<file path="src/rtl/oven_setpoint_entry.sv">
// rtl/oven_setpoint_entry.sv - oven setpoint entry front end (optional AUTO_REPEAT_EN auto-repeat)
// Synchronises/debounces buttons, edits temperature then time, offers the pair over valid/ack.
module oven_setpoint_entry #(
   parameter int DEBOUNCE_CYCLES = 1000000,
   parameter int TEMP_MIN        = 150,
   parameter int TEMP_MAX        = 500,
   parameter int TEMP_STEP       = 25,
   parameter int TEMP_DEFAULT    = 350,
   parameter int TIME_MIN        = 30,
   parameter int TIME_MAX        = 7200,
   parameter int TIME_STEP       = 30,
   parameter int TIME_DEFAULT    = 1800,
   parameter int REPEAT_DELAY    = 25000000,
   parameter int REPEAT_RATE     = 5000000
) (
   input  logic        clk,
   input  logic        rst_n,
   input  logic        power,
   input  logic        btn_up,
   input  logic        btn_down,
   input  logic        btn_next,
   output logic [8:0]  temp_set,
   output logic [16:0] time_set,
   output logic [1:0]  field_sel,
   output logic        set_valid,
   input  logic        set_ack
);

   localparam logic [2:0] S_IDLE      = 3'd0;
   localparam logic [2:0] S_EDIT_TEMP = 3'd1;
   localparam logic [2:0] S_EDIT_TIME = 3'd2;
   localparam logic [2:0] S_OFFER     = 3'd3;
   localparam logic [2:0] S_DONE      = 3'd4;

   localparam int DW = $clog2(DEBOUNCE_CYCLES + 1);
   localparam logic [DW-1:0] DB_LAST = DW'(DEBOUNCE_CYCLES - 1);

   localparam logic [8:0]  T_MIN  = 9'(TEMP_MIN);
   localparam logic [8:0]  T_MAX  = 9'(TEMP_MAX);
   localparam logic [8:0]  T_STEP = 9'(TEMP_STEP);
   localparam logic [8:0]  T_DEF  = 9'(TEMP_DEFAULT);
   localparam logic [16:0] M_MIN  = 17'(TIME_MIN);
   localparam logic [16:0] M_MAX  = 17'(TIME_MAX);
   localparam logic [16:0] M_STEP = 17'(TIME_STEP);
   localparam logic [16:0] M_DEF  = 17'(TIME_DEFAULT);

   logic [3:0]    sync1_q, sync2_q;
   logic [DW-1:0] db_cnt_q [3];
   logic [2:0]    db_lvl_q, db_prev_q;
   logic [2:0]    state_q, state_d;
   logic [8:0]    temp_q, temp_d, temp_up, temp_dn;
   logic [16:0]   time_q, time_d, time_up, time_dn;
   logic [2:0]    press;
   logic          pwr, up_p, down_p, next_p, inc_req, dec_req;

   // Bit order of the synchroniser: {power, next, down, up}
   always_ff @(posedge clk) begin
      if (!rst_n) begin
         sync1_q   <= '0;
         sync2_q   <= '0;
         db_lvl_q  <= '0;
         db_prev_q <= '0;
         for (int i = 0; i < 3; i++) db_cnt_q[i] <= '0;
      end else begin
         sync1_q   <= {power, btn_next, btn_down, btn_up};
         sync2_q   <= sync1_q;
         db_prev_q <= db_lvl_q;
         for (int i = 0; i < 3; i++) begin
            if (sync2_q[i] != db_lvl_q[i]) begin
               if (db_cnt_q[i] == DB_LAST) begin
                  db_lvl_q[i] <= sync2_q[i];
                  db_cnt_q[i] <= '0;
               end else begin
                  db_cnt_q[i] <= db_cnt_q[i] + DW'(1);
               end
            end else begin
               db_cnt_q[i] <= '0;
            end
         end
      end
   end

   assign press  = db_lvl_q & ~db_prev_q;
   assign up_p   = press[0];
   assign down_p = press[1];
   assign next_p = press[2];
   assign pwr    = sync2_q[3];

   // Saturating steps compare against the bound before adding/subtracting so nothing wraps.
   assign temp_up = (temp_q >= T_MAX - T_STEP) ? T_MAX : temp_q + T_STEP;
   assign temp_dn = (temp_q <= T_MIN + T_STEP) ? T_MIN : temp_q - T_STEP;
   assign time_up = (time_q >= M_MAX - M_STEP) ? M_MAX : time_q + M_STEP;
   assign time_dn = (time_q <= M_MIN + M_STEP) ? M_MIN : time_q - M_STEP;

`ifdef AUTO_REPEAT_EN
   localparam int RW = $clog2(REPEAT_DELAY + REPEAT_RATE + 1);
   logic [RW-1:0] rpt_cnt_q;
   logic          rpt_active_q, rpt_first_q, rpt_fire, single_lvl, in_edit;

   assign single_lvl = db_lvl_q[0] ^ db_lvl_q[1];
   assign in_edit    = (state_q == S_EDIT_TEMP) || (state_q == S_EDIT_TIME);
   assign rpt_fire   = rpt_active_q && single_lvl && in_edit &&
                       (rpt_first_q ? (rpt_cnt_q == RW'(REPEAT_DELAY - 1))
                                    : (rpt_cnt_q == RW'(REPEAT_RATE - 1)));
   assign inc_req    = (up_p & ~down_p) | (rpt_fire & db_lvl_q[0]);
   assign dec_req    = (down_p & ~up_p) | (rpt_fire & db_lvl_q[1]);

   always_ff @(posedge clk) begin
      if (!rst_n) begin
         rpt_active_q <= 1'b0;
         rpt_first_q  <= 1'b0;
         rpt_cnt_q    <= '0;
      end else if ((up_p ^ down_p) && in_edit && !next_p && pwr) begin
         rpt_active_q <= 1'b1;
         rpt_first_q  <= 1'b1;
         rpt_cnt_q    <= '0;
      end else if (!single_lvl || next_p || !in_edit || state_d != state_q) begin
         rpt_active_q <= 1'b0;
         rpt_cnt_q    <= '0;
      end else if (rpt_fire) begin
         rpt_first_q  <= 1'b0;
         rpt_cnt_q    <= '0;
      end else if (rpt_active_q) begin
         rpt_cnt_q    <= rpt_cnt_q + RW'(1);
      end
   end
`else
   assign inc_req = up_p & ~down_p;
   assign dec_req = down_p & ~up_p;
`endif

   always_comb begin
      state_d = state_q;
      temp_d  = temp_q;
      time_d  = time_q;
      if (!pwr) begin
         state_d = S_IDLE;
         temp_d  = '0;
         time_d  = '0;
      end else begin
         case (state_q)
            S_IDLE: begin
               temp_d  = T_DEF;
               time_d  = M_DEF;
               state_d = S_EDIT_TEMP;
            end
            S_EDIT_TEMP: begin
               if (next_p)       state_d = S_EDIT_TIME;
               else if (inc_req) temp_d  = temp_up;
               else if (dec_req) temp_d  = temp_dn;
            end
            S_EDIT_TIME: begin
               if (next_p)       state_d = S_OFFER;
               else if (inc_req) time_d  = time_up;
               else if (dec_req) time_d  = time_dn;
            end
            S_OFFER: if (set_ack) state_d = S_DONE;
            S_DONE:  if (next_p)  state_d = S_EDIT_TEMP;
            default: state_d = S_IDLE;
         endcase
      end
   end

   always_ff @(posedge clk) begin
      if (!rst_n) begin
         state_q <= S_IDLE;
         temp_q  <= '0;
         time_q  <= '0;
      end else begin
         state_q <= state_d;
         temp_q  <= temp_d;
         time_q  <= time_d;
      end
   end

   always_comb begin
      field_sel = 2'b00;
      case (state_q)
         S_EDIT_TEMP:     field_sel = 2'b01;
         S_EDIT_TIME:     field_sel = 2'b10;
         S_OFFER, S_DONE: field_sel = 2'b11;
         default:         field_sel = 2'b00;
      endcase
   end

   assign temp_set  = temp_q;
   assign time_set  = time_q;
   assign set_valid = (state_q == S_OFFER);

endmodule

</file>
<file path="config.mk">
export PLATFORM = sky130hd
export DESIGN_NAME = oven_setpoint_entry
export DESIGN_NICKNAME = d
export VERILOG_FILES = /design/src/rtl/oven_setpoint_entry.sv
export SDC_FILE = /design/constraint.sdc
export NUM_CORES = 1
export LEC_CHECK = 0
export CORE_ASPECT_RATIO = 0.7
export CORE_MARGIN = 3
export CORE_UTILIZATION = 40
export DETAILED_ROUTE_END_ITERATION = 12
export SYNTH_ARGS = -nofsm -noshare
export SYNTH_HDL_FRONTEND = slang
export SYNTH_SLANG_ARGS = --single-unit
export TNS_END_PERCENT = 20
</file>
<file path="constraint.sdc">
create_clock -name clk -period 2.4 [get_ports clk]
set_input_delay 0.24 -clock clk [delete_from_list [all_inputs] [get_ports clk]]
set_output_delay 0.24 -clock clk [all_outputs]
set_load 0.01 [all_outputs]
</file>
## Yosys cells after proc, flatten, opt, wreduce, memory -nomap -nowiden

Memory sizes are Yosys's and may differ from the RTL's.
Cells that the tools add are included.
W data, S select, Z words.

- $add $sub $neg: 7
- Equal/unequal tests: 18
- Bitwise operators: 15
- Multiplexer cells: 61
- Reduce and logical (&&, ||, !) cells: 11
- Magnitude comparators: 4

Operator list:

| kind | number |
|---|---|
| $mux W20 | 9 |
| $mux W17 | 5 |
| $add A20 B1 Y20 const B | 3 |
| $eq A20 B20 Y1 const B | 3 |
| $mux W9 | 5 |
| $mux W1 | 34 |
| $pmux W17 S2 | 1 |
| $pmux W9 S2 | 1 |
| $add A17 B5 Y17 const B | 1 |
| $ge A17 B13 Y1 const B | 1 |
| $le A17 B6 Y1 const B | 1 |
| $sub A17 B5 Y17 const B | 1 |
| $pmux W3 S5 | 1 |
| $mux W3 | 4 |
| $ne A2 B2 Y1 const B | 5 |
| $add A9 B5 Y9 const B | 1 |
| $ge A9 B9 Y1 const B | 1 |
| $le A9 B8 Y1 const B | 1 |
| $or A1 B1 Y1 | 9 |
| $sub A9 B5 Y9 const B | 1 |
| $reduce_and A2 Y1 | 4 |
| $eq A3 B2 Y1 const B | 2 |
| $ne A3 B3 Y1 const B | 2 |
| $pmux W2 S3 | 1 |
| other kinds (13) | 19 |

- Flip-flop bits (word level): 43
- Output and inout bits: 29
- Logic and storage cells: 126
- Bits in writable memories: 60
- Memories: 1
- Input port bits: 7

Memory list:

| memory | depth | width | rd ports | clocked after Yosys merged registers in | wr ports | RTL line | source |
|---|---|---|---|---|---|---|---|
| db_cnt_q | 3 | 20 | 3 | 0 | 3 | 48 | `logic [DW-1:0] db_cnt_q [3];` |

## Longest topological paths before layout

Gate-level depths: netlist of run 1.

- Word-level depth: 8
- Mapped depth: 8
- Gate-level depth less buffers: 8

## Worst setup path after synthesis of run 1

Ideal clock, no wire load.

- Path kind: register to register
- From: reg time_q[2] (netlist: time_set[2])
- To: reg time_q[4] (netlist: time_set[4])
- Stages on the path, launching flop included: 8
- Arrival: 2.259 ns
- Setup slack: 0.083 ns
- Setup time: 0.058 ns
- Data required time: 2.342 ns
- Buffers on the path: 0
- Path through: dfxtp_1 -> inv_1 -> ha_1 -> or3b_2 -> o41a_1 -> a2111o_1 -> o32ai_1 -> o21a_1

- Word-level cells in the longest chain between the ends: 6
- Elaborated cells on any way between the ends: 10
- Those cells by class: add/sub (2); order compare (2); mux (6)

RTL lines:

| what | RTL line | source |
|---|---|---|
| from (decl) | 52 | `logic [16:0] time_q, time_d, time_up, time_dn;` |
| from (signal assigned) | 172 | `time_q <= time_d;` |
| $sub A17 B5 Y17 / $le A17 B6 Y1 (equally long branches) | 93 | `assign time_dn = (time_q <= M_MIN + M_STEP) ? M_MIN : time_q - M_STEP;` |
| $mux W17 | 93 |  |
| $mux W17 | 155 | `else if (dec_req) time_d = time_dn;` |
| $mux W17 * | 154 | `else if (inc_req) time_d = time_up;` |
| $mux W17 * | 153 | `if (next_p) state_d = S_OFFER;` |
| $pmux W17 S2 * | 141 | `case (state_q)` |

Mark *: on every way between the ends. The rest lies on a longest branch, timed or not. The select of a mux whose other input is x is not followed.
A chain may end at the register's enable or synchronous reset.

## Final worst setup path of run 1

- From: reg time_q[1] (netlist: time_set[1])
- To: reg time_q[15] (netlist: time_set[15])

The elaborated chain is that of the path after synthesis.

==> load_flow_metrics.sql, run 1 <==
INSERT INTO impl_metrics (metric_group, metric, value, unit) VALUES
('cts', 'cts.sinks', '102', ''),
('timing', 'grt_setup_unrepaired', 'no', ''),
('timing', 'layout_min_cycle_time', '2.35', 'ns'),
('yosys', 'synth_top_cells_by_count', 'nor2_1, edfxtp_1, nand2_1', ''),
('final_layout', 'drive_gt1_share', '8.84', '%'),
('yosys', 'synth_flop_cell', 'edfxtp_1', ''),
('final_layout', 'design.final.nets', '780', ''),
('power_and_ir_drop', 'pwr_density_cell', '508', 'nW/um2'),
('cts', 'clk_path_buf_depth', '2', ''),
('critical_path', 'worstSetupPathType', 'reg2reg', ''),
('critical_path', 'largest_incremental_delay_on_the_critical_path', '0.38', 'ns'),
('cts', 'cts_tree', 'built', ''),
('critical_path', 'critical_path.startpoint', 'time_set[1]', ''),
('yosys', 'post-synth-top-area-fraction', '30.3', '%'),
('place', 'place_worst_setup_slack', '0.00237', 'ns'),
('yosys', 'yosysWarnings', '0', ''),
('timing', 'fin_crit_sh', '97.8', '%'),
('routing', 'route.detailed.vias_per_inst', '5.23', ''),
('routing', 'first_iter_violations', '403', ''),
('timing', 'max-slew-margin-rel', '54.3', '%'),
('cts', 'htree_num_levels', '3', ''),
('critical_path', 'crit_end', 'time_set[15]', ''),
('floorplanning', 'die_w', '152', 'um'),
('global_routing', 'grt_pass1_vias', '4667', ''),
('critical_path', 'total_buffers_and_inverters_traversed_by_the_critical_path', '1', ''),
('cts', 'insertion_delay', '0.34', 'ns'),
('routing', 'firstDrtPassIters', '5', ''),
('yosys', 'yosys_register_bits', '102', ''),
('timing', 'final_critical_path_setup_slack', '0.0536', 'ns'),
('critical_path', 'regToRegEndpoint', 'time_set[15]', ''),
('routing', 'ant_nets', '0', ''),
('global_routing', 'total_track_usage', '17.6', '%'),
('yosys', 'yosysTopAreaCell', 'edfxtp_1', ''),
('cts', 'number_of_buffers_created_by_cts', '9', ''),
('final_layout', 'antenna_cells', '0', ''),
('cts', 'cts.root.buffer_cell', 'clkbuf_16', ''),
('critical_path', 'crit_path_max_fanout', '9', ''),
('cts', 'clk_transition_reported_paths', '0.07', 'ns'),
('place', 'gp_congestion', '0.922', ''),
('timing', 'setup_viol', '0', ''),
('yosys', 'yosys.cell_types.count', '63', ''),
('floorplanning', 'initial_core_util', '41.7', '%'),
('yosys', 'async_reset_ff_share', '0', '%'),
('floorplanning', 'top_level_ports', '36', ''),
('yosys', 'synth_seq_area_share', '44.5', '%'),
('yosys', 'synth-edff-count', '60', ''),
('power_and_ir_drop', 'cellLeakagePower', '2.64', 'nW'),
('routing', 'detail_route.drc_violations', '0', ''),
('critical_path', 'worst_path_max_delay_cell', 'a311o_1', ''),
('floorplanning', 'core_area', '14200', 'um2'),
('critical_path', 'crit_path_start_kind', 'register', ''),
('routing', 'detailroute.via_count', '5015', ''),
('timing', 'timing.final.hold_violations', '0', ''),
('critical_path', 'r2r_cells', '8', ''),
('yosys', 'syn_inst', '656', ''),
('power_and_ir_drop', 'vdd_drop_max', '0.292', 'mV'),
('status', 'run_status', 'complete, no violations', ''),
('yosys', 'netlist_top_cells_area', 'edfxtp_1, dfxtp_1, nor2_1', ''),
('hold_path', 'holdCritPathClass', 'reg2reg', ''),
('global_routing', 'gr-total-overflow', '0', ''),
('critical_path', 'setup_crit_end_kind', 'register', ''),
('timing', 'slew_violations', '0', ''),
('yosys', 'synth.most_common_cell', 'nor2_1', ''),
('place', 'numPortBuffers', '34', ''),
('critical_path', 'cp_data_required_time', '2.62', 'ns'),
('timing', 'fin_skew', '0.00868', 'ns'),
('global_routing', 'antenna_violations_before_repair', '0', ''),
('timing', 'hold_ws', '0.434', 'ns'),
('floorplanning', 'die-area', '16400', 'um2'),
('cts', 'cts.repair_timing.setup_buffer_count', '0', ''),
('floorplanning', 'row_count', '36', '');
## layout make-up
type | count | area, um2 | share of cell area [%]
Tap cell | 190 | 238 | 3.30
Multi-Input combinational cell | 564 | 3340 | 46.3
Inverter | 15 | 56.3 | 0.781
Clock buffer | 10 | 229 | 3.17
Sequential cell | 102 | 2640 | 36.6
Timing Repair Buffer | 72 | 638 | 8.85
Clock inverter | 6 | 71.3 | 0.989
## cells by family (layout without fill, tap and decap cells)
group	Yosys count	count (layout)	synth area share, %
AO/OA/AOI/OAI	116	116	13.0
XOR/XNOR	70	70	10.3
adder cells (fa/ha/maj)	9	9	1.90
buffers and inverters	49	103	3.41
flip-flops	102	102	44.5
multiplexers	4	4	0.674
other	2	61	0.126
AND/OR/NAND/NOR	304	304	26.1
## repair_timing
action / in CTS / in global routing
gates resized for setup: 1 / 6
endpoints found under the setup margin: 1 / 15
endpoints found under the hold margin: 0 / 0
## flip-flops by register name (all words and copies together) (netlist names)
name / cells
db_cnt_q: 60
db_lvl_q: 3
db_prev_q: 3
state_q: 3
sync1_q: 4
sync2_q: 4
temp_set: 9
time_set: 16
## how the worst min path moves through the flow
stage	cells after the start	slack (ns)	endpoint
after floorplan	1	0.37	sync1_q[0]
after global placement	1	0.43	sync2_q[1]
after detailed placement	1	0.42	sync2_q[3]
after CTS	1	0.44	sync2_q[1]
after global routing	1	0.45	sync2_q[1]
final	1	0.43	sync2_q[3]
## where the power goes
| part | switching [mW] | internal [mW] |
|---|---|---|
| logic | 0.120 | 0.0992 |
| clock network | 0.669 | 0.819 |
| registers | 0.0543 | 1.90 |
| total | 0.843 | 2.82 |
## metrics by stage
stage          std cells  area [um2]  util [%]
2_1_floorplan        715        6160         -
3_3_place_gp         943        6890      48.4
3_5_place_dp         943        6890      48.4
4_1_cts              959        7190      50.5
5_1_grt              959        7210      50.7
6_report             959        7210      50.7
## placed cells by master (no fill, tap or decap), types with 5 or more instances in the layout
cell and count:
clkbuf_16 9, xor2_1 36, a31oi_1 9, nor4_1 6, nand2b_1 5, o211ai_1 5
and3_1 13, a211oi_1 8, nor4b_1 7, o21ai_0 27, buf_4 37, nand3_1 39
a21oi_1 25, inv_1 15, and2_1 15, nor3_1 14, nand4_1 10, edfxtp_1 60
nand2_1 44, clkdlybuf4s50_1 34, and4_1 7, nor2b_1 7, or3_1 10, xnor2_1 34
conb_1 61, dfxtp_1 42, ha_1 9, nor2_1 104
## layer usage
| metal | vias up | GRT usage [%] | share of wire, % |
|---|---|---|---|
| met5 | - | 0 | 0 |
| met4 | 0 | 3.40 | 1.1 |
| met3 | 14 | 3.56 | 5.3 |
| met2 | 124 | 26.0 | 42 |
| met1 | 2364 | 26.7 | 52 |
| li1 | 2513 | - | - |
Note: power is estimated with default switching activity, not from simulation.
==> inputs of run 2 (changes only) <==
PLACE_DENSITY = 0.59   (was default)
==> run 2 against run 1 <==
Compared with the run above:
- sequential share of layout area decreased by 0.25 points
- hold slack better by 0.0058 ns
- largest cell class unchanged
- count of clock-buffer cells in the layout is the same
- critical path type unchanged
- global-route usage increased by 0.49 points
- die area unchanged
- cell count grew 0.31%
- sequential cell count unchanged
- non-clock buffer count increased by 3
==> load_flow_metrics.sql, run 2 (synthesis gave the netlist of run 1 again) <==
INSERT INTO impl_metrics (metric_group, metric, value, unit) VALUES
('power_and_ir_drop', 'seqPwrFrac', '51.9', '%'),
('cts', 'number_of_buffers_created_by_cts', '9', ''),
('place', 'place_worst_setup_slack', '0.0671', 'ns'),
('final_layout', 'design.final.nets', '783', ''),
('power_and_ir_drop', 'cellLeakagePower', '2.67', 'nW'),
('place', 'numPortBuffers', '34', ''),
('critical_path', 'crit_path_start_kind', 'register', ''),
('cts', 'clk_path_buf_depth', '2', ''),
('global_routing', 'met3_usage', '4.19', '%'),
('routing', 'first_iter_violations', '481', ''),
('job', 'maxCapViolCount', '0', ''),
('power_and_ir_drop', 'switching_fraction_of_total_power', '22.3', '%'),
('floorplanning', 'die-area', '16400', 'um2'),
('critical_path', 'worstPathCellList', 'buf_4, ha_1, a311o_1, or3_1, or3_1, o22ai_1, xnor2_1, nor2_1', ''),
('critical_path', 'critical_path_arrival', '2.56', 'ns'),
('timing', 'slew_violations', '0', ''),
('final_layout', 'largest_reg_flops', '60', ''),
('timing', 'timing.fmax', '0.428', 'GHz'),
('status', 'run_status', 'complete, no violations', ''),
('global_routing', 'globalRouteMet1Util', '26.8', '%'),
('critical_path', 'setup_crit_end_kind', 'register', ''),
('critical_path', 'crit_path_max_fanout', '8', ''),
('routing', 'detailroute.via_count', '5108', ''),
('final_layout', 'layout_common_cells', 'nor2_1, conb_1, edfxtp_1, nand2_1, dfxtp_1', ''),
('power_and_ir_drop', 'pwr_density_cell', '519', 'nW/um2'),
('floorplanning', 'die_w', '152', 'um'),
('timing', 'layout_min_cycle_time', '2.34', 'ns'),
('final_layout', 'drive_gt1_share', '9.20', '%'),
('floorplanning', 'initial_core_util', '41.7', '%'),
('timing', 'worst_slew_pin_slew', '0.703', 'ns'),
('power_and_ir_drop', 'switching_power', '0.842', 'mW'),
('hold_path', 'holdCritPathClass', 'reg2reg', ''),
('global_routing', 'gr-total-overflow', '0', ''),
('timing', 'fin_skew', '0.00616', 'ns'),
('routing', 'firstDrtPassIters', '5', ''),
('place', 'post_dp_cell_area', '6880', 'um2'),
('timing', 'grt_setup_unrepaired', 'yes', ''),
('floorplanning', 'row_count', '36', ''),
('routing', 'wirelength_per_cell', '14.9', 'um'),
('routing', 'ant_nets', '0', ''),
('final_layout', 'postLayoutCellArea', '7260', 'um2'),
('power_and_ir_drop', 'power_frac_clock', '42.2', '%'),
('timing', 'timing.final.hold_violations', '0', ''),
('cts', 'cts_tree', 'built', ''),
('timing', 'fin_crit_sh', '97.4', '%'),
('place', 'place_hpwl', '10400', 'um'),
('cts', 'cts.root.buffer_cell', 'clkbuf_16', ''),
('cts', 'insertion_delay', '0.34', 'ns'),
('final_layout', 'registers.top_by_ff_count', 'db_cnt_q', ''),
('floorplanning', 'top_level_ports', '36', ''),
('critical_path', 'worst_path_most_repeated_cell', 'or3_1', ''),
('timing', 'hold_ws', '0.440', 'ns'),
('routing', 'detail_route.drc_violations', '0', ''),
('critical_path', 'worstSetupPathType', 'reg2reg', ''),
('power_and_ir_drop', 'vdd_drop_max', '0.307', 'mV'),
('cts', 'htree_num_levels', '3', ''),
('final_layout', 'antenna_cells', '0', ''),
('floorplanning', 'core_area', '14200', 'um2'),
('power_and_ir_drop', 'finalPower', '3.77', 'mW'),
('routing', 'route.detailed.vias_per_inst', '5.31', ''),
('final_layout', 'layout.cells.most_common', 'nor2_1', ''),
('power_and_ir_drop', 'p_int', '2.93', 'mW'),
('global_routing', 'total_track_usage', '18.1', '%'),
('global_routing', 'grt_util_met2', '26.8', '%'),
('timing', 'setup_viol', '0', ''),
('global_routing', 'grt_start_max_net_pins', '21', ''),
('floorplanning', 'die_y', '108', 'um'),
('global_routing', 'grt_pass1_wl', '24000', 'um'),
('cts', 'clk_transition_reported_paths', '0.07', 'ns'),
('place', 'gp_congestion', '0.926', ''),
('routing', 'detail_route.wirelength', '14300', 'um'),
('timing', 'final_critical_path_setup_slack', '0.0624', 'ns'),
('global_routing', 'grt-busiest-layer', 'met2', ''),
('final_layout', 'area_growth_syn_to_layout', '22.3', '%'),
('critical_path', 'largest_incremental_delay_on_the_critical_path', '0.38', 'ns'),
('global_routing', 'antenna_violations_before_repair', '0', ''),
('global_routing', 'grt_pass1_vias', '4862', ''),
('critical_path', 'ff2ff_setup_slack', '0.06', 'ns'),
('cts', 'cts.sinks', '102', ''),
('critical_path', 'worst_path_max_delay_cell', 'a311o_1', ''),
('power_and_ir_drop', 'comb_power_share', '5.9', '%'),
('timing', 'max-slew-margin-rel', '51.9', '%'),
('critical_path', 'cp_data_required_time', '2.62', 'ns');
run 2: final timing paths:
path,start,end,cells after the start
max,time_set[2],time_set[15],8
min,sync1_q[2],sync2_q[2],1
max reg2reg,time_set[2],time_set[15],8
min reg2reg,sync1_q[2],sync2_q[2],1
run 2: metrics by stage:
step / utilization (%) / TNS, ns / std cells
floorplan: - / 0 / 715
global placement: 48.4 / 0 / 944
detailed placement: 48.4 / 0 / 944
CTS: 50.6 / 0 / 960
global route: 51.0 / -0.0695 / 962
finish: 51.0 / 0 / 962
run 2: layer usage:
metal | wire length [um] | vias up | share of wire (%)
li1 | - | 2533 | -
met1 | 7130 | 2394 | 50
met2 | 6170 | 169 | 43
met3 | 912 | 12 | 6.4
met4 | 108 | 0 | 0.75
met5 | 0 | - | 0
run 2: cell type report:
| type | count | area [um2] |
|---|---|---|
| Tap cell | 190 | 238 |
| Timing Repair Buffer | 75 | 648 |
| Sequential cell | 102 | 2640 |
| Clock buffer | 10 | 229 |
| Fill cell | 1378 | 6970 |
| Inverter | 15 | 56.3 |
| Multi-Input combinational cell | 564 | 3360 |
| Clock inverter | 6 | 92.6 |
run 2: power groups by stage:
stage          logic [mW]  registers (mW)  clock network, mW
4_1_cts             0.212            1.96               1.64
3_5_place_dp        0.211            2.00                  0
6_report            0.221            1.96               1.59
5_1_grt             0.250            1.97               1.71
3_3_place_gp        0.207            2.00                  0
2_1_floorplan       0.150            1.99                  0
run 2: critical path: cells and delay by family (launching register included):
kind / cells / cell delay (ns)
XOR/XNOR: 1 / 0.14
AO/OA/AOI/OAI: 2 / 0.56
flip-flops: 1 / 0.33
adder cells (fa/ha/maj): 1 / 0.24
AND/OR/NAND/NOR: 3 / 0.79
buffers and inverters: 1 / 0.16
run 2: what timing repair did:
action | in CTS | in global routing
resized for setup | 0 | 7
setup endpoints to repair | 0 | 14
hold buffers | 0 | 0
buffers inserted | 0 | 2
